[src/rtl/uart_pkg.sv]
// Shared definitions for the UART path: parity modes, TX state encoding
// and the bit-period helper used by the transmitter (and later the receiver).
package uart_pkg;

  localparam int PAR_NONE = 0;
  localparam int PAR_EVEN = 1;
  localparam int PAR_ODD  = 2;

  typedef enum logic [2:0] {
    ST_IDLE,
    ST_START,
    ST_DATA,
    ST_PARITY,
    ST_STOP
  } tx_state_t;

  // Clock cycles per serial bit (integer division, truncating).
  function automatic int clks_per_bit(input int freq, input int baud);
    return freq / baud;
  endfunction

endpackage

[src/rtl/baud_tick.sv]
// Bit-period timer. Counts 0..CLKS_PER_BIT-1 and strobes `tick` for one
// cycle per period when the count equals TICK_AT. `clear` restarts the
// period at count 0. TICK_AT lets a user pick the strobe phase inside the
// bit (the transmitter wants it one cycle before the boundary, a receiver
// would want mid-bit).
module baud_tick #(
  parameter int CLKS_PER_BIT = 2,
  parameter int TICK_AT      = CLKS_PER_BIT - 1
) (
  input  logic clk,
  input  logic reset,
  input  logic clear,
  output logic tick
);

  localparam int CW = (CLKS_PER_BIT > 1) ? $clog2(CLKS_PER_BIT) : 1;
  localparam logic [CW-1:0] LAST_CNT = CW'(CLKS_PER_BIT - 1);
  localparam logic [CW-1:0] TICK_CNT = CW'(TICK_AT);

  logic [CW-1:0] count_reg;

  // Free-running period counter, restarted by reset or clear.
  always_ff @(posedge clk) begin
    if (reset || clear) begin
      count_reg <= '0;
    end else if (count_reg == LAST_CNT) begin
      count_reg <= '0;
    end else begin
      count_reg <= count_reg + 1'b1;
    end
  end

  assign tick = (count_reg == TICK_CNT);

endmodule

[src/rtl/uart_tx_frame.sv]
// Parametrised UART transmitter: start bit, DATA_WIDTH data bits LSB
// first, optional parity, 1 or 2 stop bits. All outputs are registered.
// The baud timer strobes one cycle before each bit boundary; that early
// strobe is delayed into `bit_end_reg` (the last cycle of the bit), which
// drives the state changes, while `done` is raised directly from the early
// strobe so it lands in the final cycle of the last stop bit.
module uart_tx_frame
  import uart_pkg::*;
#(
  parameter int CLK_FREQ   = 50000000,
  parameter int BAUDRATE   = 9600,
  parameter int DATA_WIDTH = 8,
  parameter int PARITY     = 0,
  parameter int STOP_BITS  = 1
) (
  input  logic                  clk,
  input  logic                  reset,
  input  logic                  valid,
  input  logic [DATA_WIDTH-1:0] data,
  output logic                  ready,
  output logic                  line,
  output logic                  busy,
  output logic                  done
);

  localparam int CPB = clks_per_bit(CLK_FREQ, BAUDRATE);
  localparam logic [3:0] LAST_DATA = 4'(DATA_WIDTH - 1);
  localparam logic [3:0] LAST_STOP = 4'(STOP_BITS - 1);

  if (DATA_WIDTH < 5 || DATA_WIDTH > 9) begin : g_bad_width
    $error("uart_tx_frame: DATA_WIDTH must be 5..9");
  end
  if (PARITY != PAR_NONE && PARITY != PAR_EVEN && PARITY != PAR_ODD) begin : g_bad_parity
    $error("uart_tx_frame: PARITY must be 0, 1 or 2");
  end
  if (STOP_BITS != 1 && STOP_BITS != 2) begin : g_bad_stop
    $error("uart_tx_frame: STOP_BITS must be 1 or 2");
  end
  if (CPB < 2) begin : g_bad_cpb
    $error("uart_tx_frame: CLK_FREQ/BAUDRATE must be at least 2");
  end

  tx_state_t             state_reg;
  logic [DATA_WIDTH-1:0] shift_reg;
  logic [3:0]            bit_idx_reg;
  logic                  parity_reg;
  logic                  bit_end_reg;
  logic                  line_reg;
  logic                  ready_reg;
  logic                  busy_reg;
  logic                  done_reg;
  logic                  accept;
  logic                  tick;
  logic                  parity_calc;

  assign accept = ready_reg && valid;

  // Parity of the incoming word, captured together with the word on accept.
  always_comb begin
    parity_calc = ^data;
    if (PARITY == PAR_ODD) begin
      parity_calc = ~(^data);
    end
  end

  baud_tick #(
    .CLKS_PER_BIT(CPB),
    .TICK_AT     (CPB - 2)
  ) u_baud_tick (
    .clk  (clk),
    .reset(reset),
    .clear(accept || bit_end_reg),
    .tick (tick)
  );

  // Frame sequencer with registered line/handshake outputs.
  always_ff @(posedge clk) begin
    if (reset) begin
      state_reg   <= ST_IDLE;
      shift_reg   <= '0;
      bit_idx_reg <= '0;
      parity_reg  <= 1'b0;
      bit_end_reg <= 1'b0;
      line_reg    <= 1'b1;
      ready_reg   <= 1'b1;
      busy_reg    <= 1'b0;
      done_reg    <= 1'b0;
    end else begin
      done_reg    <= 1'b0;
      bit_end_reg <= tick && (state_reg != ST_IDLE);
      case (state_reg)
        ST_IDLE: begin
          if (accept) begin
            state_reg   <= ST_START;
            shift_reg   <= data;
            parity_reg  <= parity_calc;
            bit_idx_reg <= '0;
            line_reg    <= 1'b0;
            ready_reg   <= 1'b0;
            busy_reg    <= 1'b1;
          end
        end
        ST_START: begin
          if (bit_end_reg) begin
            state_reg <= ST_DATA;
            line_reg  <= shift_reg[0];
            shift_reg <= shift_reg >> 1;
          end
        end
        ST_DATA: begin
          if (bit_end_reg) begin
            if (bit_idx_reg == LAST_DATA) begin
              bit_idx_reg <= '0;
              if (PARITY != PAR_NONE) begin
                state_reg <= ST_PARITY;
                line_reg  <= parity_reg;
              end else begin
                state_reg <= ST_STOP;
                line_reg  <= 1'b1;
              end
            end else begin
              bit_idx_reg <= bit_idx_reg + 1'b1;
              line_reg    <= shift_reg[0];
              shift_reg   <= shift_reg >> 1;
            end
          end
        end
        ST_PARITY: begin
          if (bit_end_reg) begin
            state_reg   <= ST_STOP;
            bit_idx_reg <= '0;
            line_reg    <= 1'b1;
          end
        end
        ST_STOP: begin
          if (tick && bit_idx_reg == LAST_STOP) begin
            done_reg <= 1'b1;
          end
          if (bit_end_reg) begin
            if (bit_idx_reg == LAST_STOP) begin
              state_reg   <= ST_IDLE;
              bit_idx_reg <= '0;
              ready_reg   <= 1'b1;
              busy_reg    <= 1'b0;
              line_reg    <= 1'b1;
            end else begin
              bit_idx_reg <= bit_idx_reg + 1'b1;
            end
          end
        end
        default: begin
          state_reg <= ST_IDLE;
          ready_reg <= 1'b1;
          busy_reg  <= 1'b0;
          line_reg  <= 1'b1;
        end
      endcase
    end
  end

  assign ready = ready_reg;
  assign line  = line_reg;
  assign busy  = busy_reg;
  assign done  = done_reg;

endmodule

[config.mk]
export PLATFORM = sky130hd
export DESIGN_NAME = uart_tx_frame
export DESIGN_NICKNAME = d
export VERILOG_FILES = /design/src/rtl/uart_pkg.sv /design/src/rtl/baud_tick.sv /design/src/rtl/uart_tx_frame.sv
export SDC_FILE = /design/constraint.sdc
export NUM_CORES = 1
export LEC_CHECK = 0
export ABC_CLOCK_PERIOD_IN_PS = 1900
export BUFFER_PORTS_ARGS = -buffer_cell sky130_fd_sc_hd__clkbuf_2
export CAP_MARGIN = 20
export CORE_ASPECT_RATIO = 1.25
export CORE_MARGIN = 2
export CORE_UTILIZATION = 23
export CTS_BUF_LIST = sky130_fd_sc_hd__clkbuf_16
export DETAILED_ROUTE_END_ITERATION = 10
export GPL_TIMING_DRIVEN = 0
export SETUP_SLACK_MARGIN = 0.15
export SYNTH_ARGS = -nofsm -noshare
export SYNTH_HDL_FRONTEND = slang
export SYNTH_SLANG_ARGS = --single-unit
[constraint.sdc]
create_clock -name clk -period 1.9 [get_ports clk]
set_input_delay 0.38 -clock clk [delete_from_list [all_inputs] [get_ports clk]]
set_output_delay 0.38 -clock clk [all_outputs]
set_load 0.02 [all_outputs]
==> results of run 1 <==
per-layer routing:
layer,global-route usage,vias to the layer above,share of wire
met1,0.0998,685,0.44
li1,-,751,-
met5,0,-,0
met2,0.177,16,0.51
met4,0.0339,0,0.019
met3,0.0305,6,0.039
power by group through the flow:
stage                     combinational (mW)  sequential, mW  clock [mW]
after global routing                   0.405           0.793       0.968
after detailed placement               0.366           0.802           0
after floorplan                        0.271           0.806           0
after CTS                              0.367           0.788       0.946
final                                  0.368           0.786       0.925
after global placement                 0.360           0.799           0
worst max-delay path: stages, from the launching register on:
cell	delay, ns
dfxtp_1	0.34
inv_1	0.08
ha_1	0.14
or3b_4	0.41
a32oi_1	0.34
o32a_1	0.21
o41ai_2	0.06
placed cells by master (no fill, tap or decap), types with 2 or more instances in the layout:
cell / netlist / layout
ha_1: 4 / 4
inv_1: 8 / 8
clkbuf_2: 0 / 13
dfxtp_1: 33 / 33
xnor2_1: 10 / 10
nor3b_1: 2 / 2
nand4bb_1: 2 / 2
nor2_1: 29 / 27
clkbuf_16: 0 / 5
o21ai_0: 4 / 3
xor2_1: 2 / 2
a221oi_1: 7 / 7
o41ai_1: 2 / 2
nor4_1: 5 / 4
nor2_2: 0 / 2
a21oi_1: 7 / 7
nand4_1: 3 / 3
nor3_1: 5 / 5
nand3_1: 9 / 9
clkbuf_1: 4 / 4
mux2i_1: 7 / 7
o21ai_1: 1 / 2
nand2_1: 11 / 11
a31oi_1: 2 / 2
buf_2: 3 / 3
nand3b_1: 3 / 3
cell families after synthesis:
logic type | after synthesis | share of synthesized area
buffers and inverters | 18 | 0.0481
AOI/OAI and AO/OA | 39 | 0.178
and+or+nand+nor | 81 | 0.259
xor gates and xnor gates | 12 | 0.0612
DFF | 33 | 0.385
adders and majority gates | 4 | 0.0291
muxes | 7 | 0.0408
worst paths after layout:
check	from	slack, ns	endpoint	depth (start not counted)
min	data[7]	0.35	shift_reg[7]$_SDFFE_PP0P_	3
max reg2reg	bit_idx_reg[0]$_SDFFE_PP0P_	0.21	bit_idx_reg[3]$_SDFFE_PP0P_	6
max	bit_idx_reg[0]$_SDFFE_PP0P_	0.21	bit_idx_reg[3]$_SDFFE_PP0P_	6
min reg2reg	busy$_SDFFE_PP0P_	0.47	busy$_SDFFE_PP0P_	2
final cells by class:
cell class / instances / area [µm²]
fill: 763 / 5230
multi-input combinational: 143 / 990
sequential: 33 / 661
clock buffer: 5 / 125
tap: 92 / 115
timing repair buffer: 13 / 65.1
buffer: 9 / 48.8
clock inverter: 3 / 46.3
inverter: 9 / 33.8
metrics by stage:
step / setup WS, ns / power (mW) / hold slack [ns] / cells
finish: 0.209 / 2.08 / 0.346 / 307
global route: 0.121 / 2.17 / 0.352 / 307
CTS: 0.186 / 2.10 / 0.341 / 307
detailed placement: 0.171 / 1.17 / 0.471 / 299
global placement: 0.165 / 1.16 / 0.450 / 299
floorplan: 0.341 / 1.08 / 0.441 / 194
what timing repair did:
action	in CTS	in global routing
resized for setup	1	5
hold buffers	0	0
endpoints found under the hold margin	0	0
setup endpoints to repair	1	13
==> flow_summary.yaml, run 1 <==
place:
  io_buffers: 13
  gp_congestion: 0.819
  placed_cell_area_um2: 1900
  dpl.hpwl_um: 2830
grt:
  grt_pass1_vias: 1441
  antenna_found_initial: 0
  grt_max_degree: 13
  gr-usage-all-layers: 0.0959
  grt_pass1_wl_um: 6270
  grt.overflow.total: 0
layout:
  drive_above_1_share: 0.177
  largest_reg_flops: 13
  diodes: 0
  final_area_um2: 2080
  fin_util: 0.285
  layout.nets: 229
  syn2layout_area_growth_pct: 21.3
clock_network:
  clock_path_buffers: 2
  cts_setup_buffers: 0
  cts_tree: "yes"
  numCtsBuffers: 5
  clock_latency_ns: 0.28
  clkTransAtPathRegs_ns: 0.06
  cts_sinks: 33
  clock-root-buffer: "clkbuf_16"
  h-tree-depth: 2
yosys:
  post-synth-top-count-cell: "dfxtp_1"
  synthTopCellsByCount: "33 x dfxtp_1, 29 x nor2_1, 11 x nand2_1, 10 x xnor2_1, 9 x nand3_1"
  synth_enable_flop_cells: 0
  async_reset_ff_frac: 0
  syn_area_um2: 1720
  synth_nets: 209
  ys_warn_count: 0
  yosysTopAreaCell: "dfxtp_1"
  yosysTopAreaCellShare: 0.385
  yosys-top-cells-area: "dfxtp_1 38%, nor2_1 6.3%, xnor2_1 5.1%"
  postSynthCellCount: 194
  synth-main-ff-cell: "dfxtp_1"
  avgSynthCellArea_um2: 8.86
  ys_seq_elements: 33
  synth-seq-area-share: 0.385
  synth_cell_type_count: 54
timing:
  slew_headroom: 0.701
  max_freq_ghz: 0.591
  slew_violations: 0
  finalCriticalPeriod_ns: 1.69
  fin_skew_ns: 0.00596
  rsz0062_at_grt: "true"
  worst_pin_slew_ns: 0.449
  timing.final.crit_share: 0.890
  final.setup.tns_ns: 0
  setup_violations: 0
  hold_viol_final: 0
critical_path:
  path_max_fanout: 5
  cp.arrival_ns: 1.85
  cp-end-kind: "flop"
  critical_path_class: "flop to flop"
  startpoint_type: "flop"
  required_ns: 2.05
floorplanning:
  die_w_um: 81.3
  start_util: 0.235
  fp.dieH_um: 101
  std_cell_rows: 35
  core_um2: 7310
  dieArea_um2: 8180
  io-pin-count: 15
detailed_routing:
  vias: 1458
  post_drt_wl_per_cell_um: 12.2
  drt-total-wl_um: 3740
  routed_via_density: 4.75
  final_antenna_net_count: 0
  firstDrtPassIters: 4
  drc: 0
  drt_iter0_drc: 72
power:
  p_leak_nw: 0.719
  sw_frac_of_total: 0.269
  p_int_mw: 1.52
  pwr-share-seq: 0.378
  power_density_nw_per_um2: 997
  comb_power_share: 0.177
  ir_drop_mv: 0.392
  power.switching_mw: 0.560
  clkPwrFrac: 0.445
worst_hold_path:
  hold_path_class: "input port to flop"
flow_run:
  cap_violations: 0
run_status:
  status: "complete, no violations"
No activity file was read; power rests on OpenSTA's default activity.
==> run 2: changes to the inputs <==
PLACE_DENSITY = 0.35   (was unset)
==> flow_summary.yaml, run 2 (synthesis gave the netlist of run 1 again) <==
run_status:
  status: "complete, no violations"
timing:
  timing.final.ws_setup_ns: 0.255
  setup_violations: 0
  timing.final.crit_share: 0.866
  hold_viol_final: 0
  slew_headroom: 0.638
  slew_violations: 0
  rsz0062_at_grt: "true"
  final.setup.tns_ns: 0
  finalCriticalPeriod_ns: 1.64
  worst_pin_slew_ns: 0.542
  max_freq_ghz: 0.608
  fin_skew_ns: 0.00433
clock_network:
  hold_buffers: 0
  cts_tree: "yes"
  clock_latency_ns: 0.28
  cts_sinks: 33
  clock_path_buffers: 2
  clock-root-buffer: "clkbuf_16"
  numCtsBuffers: 5
  h-tree-depth: 2
  clkTransAtPathRegs_ns: 0.05
layout:
  fillCellCount: 796
  layout.nets: 229
  multi_input_area_um2: 995
  largest_reg_flops: 13
  drive_above_1_share: 0.172
  final_common_cell: "dfxtp_1"
  diodes: 0
  seq_area_um2: 661
  syn2layout_area_growth_pct: 19.7
  final_cell_mix: "33 x dfxtp_1, 27 x nor2_1, 13 x clkbuf_2"
critical_path:
  cp.arrival_ns: 1.79
  startpoint_type: "flop"
  timing.critical_path.from: "bit_idx_reg[0]$_SDFFE_PP0P_"
  ff2ff_path_depth: 6
  critical_path_class: "flop to flop"
  required_ns: 2.04
  r2r_slack_ns: 0.26
  cp-end-kind: "flop"
  path_max_fanout: 5
  rr_startpoint: "bit_idx_reg[0]$_SDFFE_PP0P_"
power:
  pwr-share-seq: 0.406
  power_density_nw_per_um2: 943
  power.switching_mw: 0.564
  p_int_mw: 1.37
  p_leak_nw: 0.708
  comb_power_share: 0.195
  sw_frac_of_total: 0.291
  ir_drop_mv: 0.327
  clkPwrFrac: 0.399
detailed_routing:
  firstDrtPassIters: 4
  post_drt_wl_per_cell_um: 14.0
  drc: 0
  drt_iter0_drc: 81
  routed_via_density: 4.83
  vias: 1482
  drt-total-wl_um: 4300
  final_antenna_net_count: 0
flow_run:
  cap_violations: 0
grt:
  antenna_found_initial: 0
  grt.overflow.total: 0
  grt_pass1_vias: 1501
  gr-usage-all-layers: 0.115
  grt_pass1_wl_um: 7160
  grt_max_degree: 11
floorplanning:
  start_util: 0.235
  std_cell_rows: 35
  die_w_um: 81.3
  dieArea_um2: 8180
  fp.dieH_um: 101
  core_um2: 7310
  io-pin-count: 15
worst_hold_path:
  min_path_cells: 3
  hp-start: "data[7]"
  hold_path_class: "input port to flop"
place:
  post-place-ws_ns: 0.138
  dpl.hpwl_um: 3130
  io_buffers: 13
  gp_congestion: 0.762
-- run 2: cell count changes in the layout (fill, tap and decap cells not counted), sizes merged --
cell | before | now
clkinvlp | 1 | 0
bufinv | 1 | 0
clkinv | 1 | 3
-- run 2: routing by layer --
| layer | share of wire | GRT usage | vias up | wire length (µm) |
|---|---|---|---|---|
| met3 | 0.032 | 0.0278 | 8 | 138 |
| met4 | 0.023 | 0.0495 | 0 | 99 |
| met2 | 0.51 | 0.202 | 22 | 2190 |
| li1 | - | - | 749 | - |
| met5 | 0 | 0 | - | 0 |
| met1 | 0.44 | 0.130 | 703 | 1880 |
-- run 2: through the flow --
stage / hold slack (ns) / power (mW) / cells / area [µm²] / utilization
CTS: 0.343 / 1.96 / 307 / 2040 / 0.279
global route: 0.375 / 2.04 / 307 / 2060 / 0.281
global placement: 0.461 / 1.18 / 299 / 1900 / 0.260
finish: 0.337 / 1.94 / 307 / 2060 / 0.281
detailed placement: 0.464 / 1.17 / 299 / 1900 / 0.260
floorplan: 0.441 / 1.08 / 194 / 1720 / -
-- run 2: worst paths after layout --
| kind | endpoint |
|---|---|
| setup / recovery | state_reg[2]$_SDFFE_PP0P_ |
| hold / removal | shift_reg[7]$_SDFFE_PP0P_ |
| setup reg to reg | state_reg[2]$_SDFFE_PP0P_ |
| hold reg to reg | busy$_SDFFE_PP0P_ |
-- run 2: worst max-delay path, cell delays in order, from the launching register on --
cell	delay, ns
dfxtp_1	0.33
inv_1	0.08
ha_1	0.13
or3b_4	0.41
a32o_2	0.31
o21ai_0	0.17
a21oi_1	0.08
-- run 2: cell type report --
| cell class | instances | area share |
|---|---|---|
| Sequential cell | 33 | 0.321 |
| Clock buffer | 5 | 0.0609 |
| Clock inverter | 3 | 0.00609 |
| Tap cell | 92 | 0.0560 |
| Buffer | 9 | 0.0237 |
| Multi-Input combinational cell | 143 | 0.484 |
| Inverter | 9 | 0.0164 |
| Timing Repair Buffer | 13 | 0.0316 |
-- run 2: timing repair --
action	in CTS	in global routing
endpoints found under the setup margin	3	14
setup buffers	0	0
resized for setup	2	5
pin swaps	0	1
-- run 2: power groups by stage --
stage                     registers (mW)  logic (mW)  clock network (mW)
after floorplan                    0.806       0.271                   0
after global placement             0.802       0.379                   0
after detailed placement           0.801       0.373                   0
after CTS                          0.787       0.376               0.795
after global routing               0.793       0.417               0.834
final                              0.786       0.378               0.773
==> run 3: changes to the inputs <==
ABC_AREA = 1   (was unset)
HOLD_SLACK_MARGIN = 0.02   (was unset)
PLACE_DENSITY = unset   (was 0.35)
==> flow_summary.yaml, run 3 <==
timing:
  timing.final.ws_setup_ns: 0.363
  fin_skew_ns: 0.00467
  hold_ws_ns: 0.320
  finalCriticalPeriod_ns: 1.54
  setup_violations: 0
  max_freq_ghz: 0.651
  worst_pin_slew_ns: 0.448
  hold_viol_final: 0
  final.setup.tns_ns: 0
  rsz0062_at_grt: "false"
  timing.final.crit_share: 0.809
  slew_violations: 0
  slew_headroom: 0.699
critical_path:
  path_max_fanout: 5
  timing.critical_path.from: "u_baud_tick.count_reg[0]$_SDFF_PP0_"
  startpoint_type: "flop"
  cp.arrival_ns: 1.74
  r2r_slack_ns: 0.36
  cp-end-kind: "flop"
  critical_path_class: "flop to flop"
  rr_startpoint: "u_baud_tick.count_reg[0]$_SDFF_PP0_"
  reg2reg_to: "u_baud_tick.count_reg[12]$_SDFF_PP0_"
  required_ns: 2.10
  crit_end: "u_baud_tick.count_reg[12]$_SDFF_PP0_"
  ff2ff_path_depth: 9
yosys:
  synth_enable_flop_cells: 0
  synth_cell_type_count: 23
  ys_warn_count: 0
  synthTopCellsByCount: "65 x nand2_1, 47 x nor2_1, 33 x dfxtp_1, 27 x inv_1, 22 x nand3_1"
  post-synth-top-count-cell: "nand2_1"
  syn_area_um2: 1700
  synth-seq-area-share: 0.388
  synth_nets: 274
  avgSynthCellArea_um2: 6.57
  synth-main-ff-cell: "dfxtp_1"
  yosys-top-cells-area: "dfxtp_1 39%, nand2_1 14%, nor2_1 10%"
  async_reset_ff_frac: 0
  postSynthCellCount: 259
  yosysTopAreaCell: "dfxtp_1"
  ys_seq_elements: 33
  yosysTopAreaCellShare: 0.388
detailed_routing:
  vias: 1616
  final_antenna_net_count: 0
  post_drt_wl_per_cell_um: 9.62
  routed_via_density: 4.33
  drc: 0
  drt_iter0_drc: 64
  drt-total-wl_um: 3590
  firstDrtPassIters: 5
layout:
  final_common_cell: "nand2_1"
  drive_above_1_share: 0.128
  final_cell_mix: "65 x nand2_1, 47 x nor2_1, 33 x dfxtp_1"
  seq_area_um2: 661
  diodes: 0
  syn2layout_area_growth_pct: 19.0
  largest_reg_flops: 13
  layout.nets: 295
  fillCellCount: 826
  multi_input_area_um2: 885
clock_network:
  clkTransAtPathRegs_ns: 0.05
  clock-root-buffer: "clkbuf_16"
  clock_latency_ns: 0.28
  hold_buffers: 0
  h-tree-depth: 2
  cts_sinks: 33
  clock_path_buffers: 2
  numCtsBuffers: 5
  cts_resized: 0
  cts_setup_buffers: 0
  cts_tree: "yes"
power:
  pwr-share-seq: 0.336
  ir_drop_mv: 0.484
  p_int_mw: 1.67
  clkPwrFrac: 0.280
  power_density_nw_per_um2: 1340
  p_leak_nw: 0.889
  comb_power_share: 0.384
  sw_frac_of_total: 0.387
  power.switching_mw: 1.05
grt:
  antenna_found_initial: 0
  grt.overflow.total: 0
  grt_pass1_wl_um: 6350
  gr-usage-all-layers: 0.0979
  grt_max_degree: 11
  grt_pass1_vias: 1536
floorplanning:
  dieArea_um2: 8110
  die_w_um: 81.0
  start_util: 0.234
  io-pin-count: 15
  std_cell_rows: 35
  fp.dieH_um: 100
  core_um2: 7270
run_status:
  status: "complete, no violations"
worst_hold_path:
  hold_path_class: "input port to flop"
place:
  dpl.hpwl_um: 2760
  post-place-ws_ns: 0.345
  io_buffers: 14
  gp_congestion: 0.827
flow_run:
  cap_violations: 0
-- run 3: critical path, stage by stage (launching register included) --
cell     delay [ns]
dfxtp_1        0.37
ha_1           0.23
nand2_1        0.10
nor2_1         0.13
nand2_1        0.11
nor2_2         0.18
nand2_1        0.09
nand2_1        0.06
inv_1          0.03
nor3_1         0.14
-- run 3: per-layer routing --
metal | vias up | track usage | share of wire
met5 | - | 0 | 0
met4 | 0 | 0.0313 | 0.013
met3 | 5 | 0.0333 | 0.036
met2 | 19 | 0.175 | 0.49
met1 | 726 | 0.107 | 0.46
li1 | 866 | - | -
-- run 3: worst min-delay path by stage --
stage | start | end | slack (ns) | cells after the start
after CTS | reset | busy$_SDFFE_PP0P_ | 0.32 | 2
after global placement | u_baud_tick.count_reg[0]$_SDFF_PP0_ | u_baud_tick.count_reg[0]$_SDFF_PP0_ | 0.45 | 1
after floorplan | u_baud_tick.count_reg[0]$_SDFF_PP0_ | u_baud_tick.count_reg[0]$_SDFF_PP0_ | 0.43 | 1
after global routing | reset | state_reg[0]$_SDFFE_PP0P_ | 0.33 | 2
final | reset | state_reg[0]$_SDFFE_PP0P_ | 0.32 | 2
after detailed placement | u_baud_tick.count_reg[11]$_SDFF_PP0_ | u_baud_tick.count_reg[11]$_SDFF_PP0_ | 0.46 | 2
-- run 3: final cells by class --
| class | count | area share |
|---|---|---|
| multi-input combinational | 191 | 0.436 |
| sequential | 33 | 0.326 |
| clock inverter | 3 | 0.00679 |
| timing repair buffer | 14 | 0.0346 |
| clock buffer | 5 | 0.0617 |
| buffer | 4 | 0.0204 |
| tap | 92 | 0.0568 |
| inverter | 31 | 0.0574 |
-- run 3: cell families (layout without fill, tap and decap cells) --
family / after synthesis / after routing / share of synthesized area
AOI/OAI and AO/OA: 27 / 27 / 0.0808
xor gates and xnor gates: 2 / 2 / 0.0103
adders and majority gates: 4 / 4 / 0.0294
buffers and inverters: 35 / 57 / 0.0926
DFF: 33 / 33 / 0.388
and+or+nand+nor: 158 / 158 / 0.399
-- run 3: power groups by stage --
stage                     Sequential, mW  Clock, mW  Combinational (mW)
after global placement             0.926          0                1.02
final                              0.915      0.764                1.04
after CTS                          0.915      0.784                1.05
after global routing               0.932      0.817                1.21
after detailed placement           0.929          0                1.04
after floorplan                    0.934          0               0.813
-- run 3: through the flow --
step            util  std cells  cell area (µm²)  total power, mW
2_1_floorplan      -        259             1700             1.75
4_1_cts        0.279        373             2030             2.75
3_5_place_dp   0.260        365             1890             1.97
5_1_grt        0.279        373             2030             2.96
3_3_place_gp   0.260        365             1890             1.95
6_report       0.279        373             2030             2.72
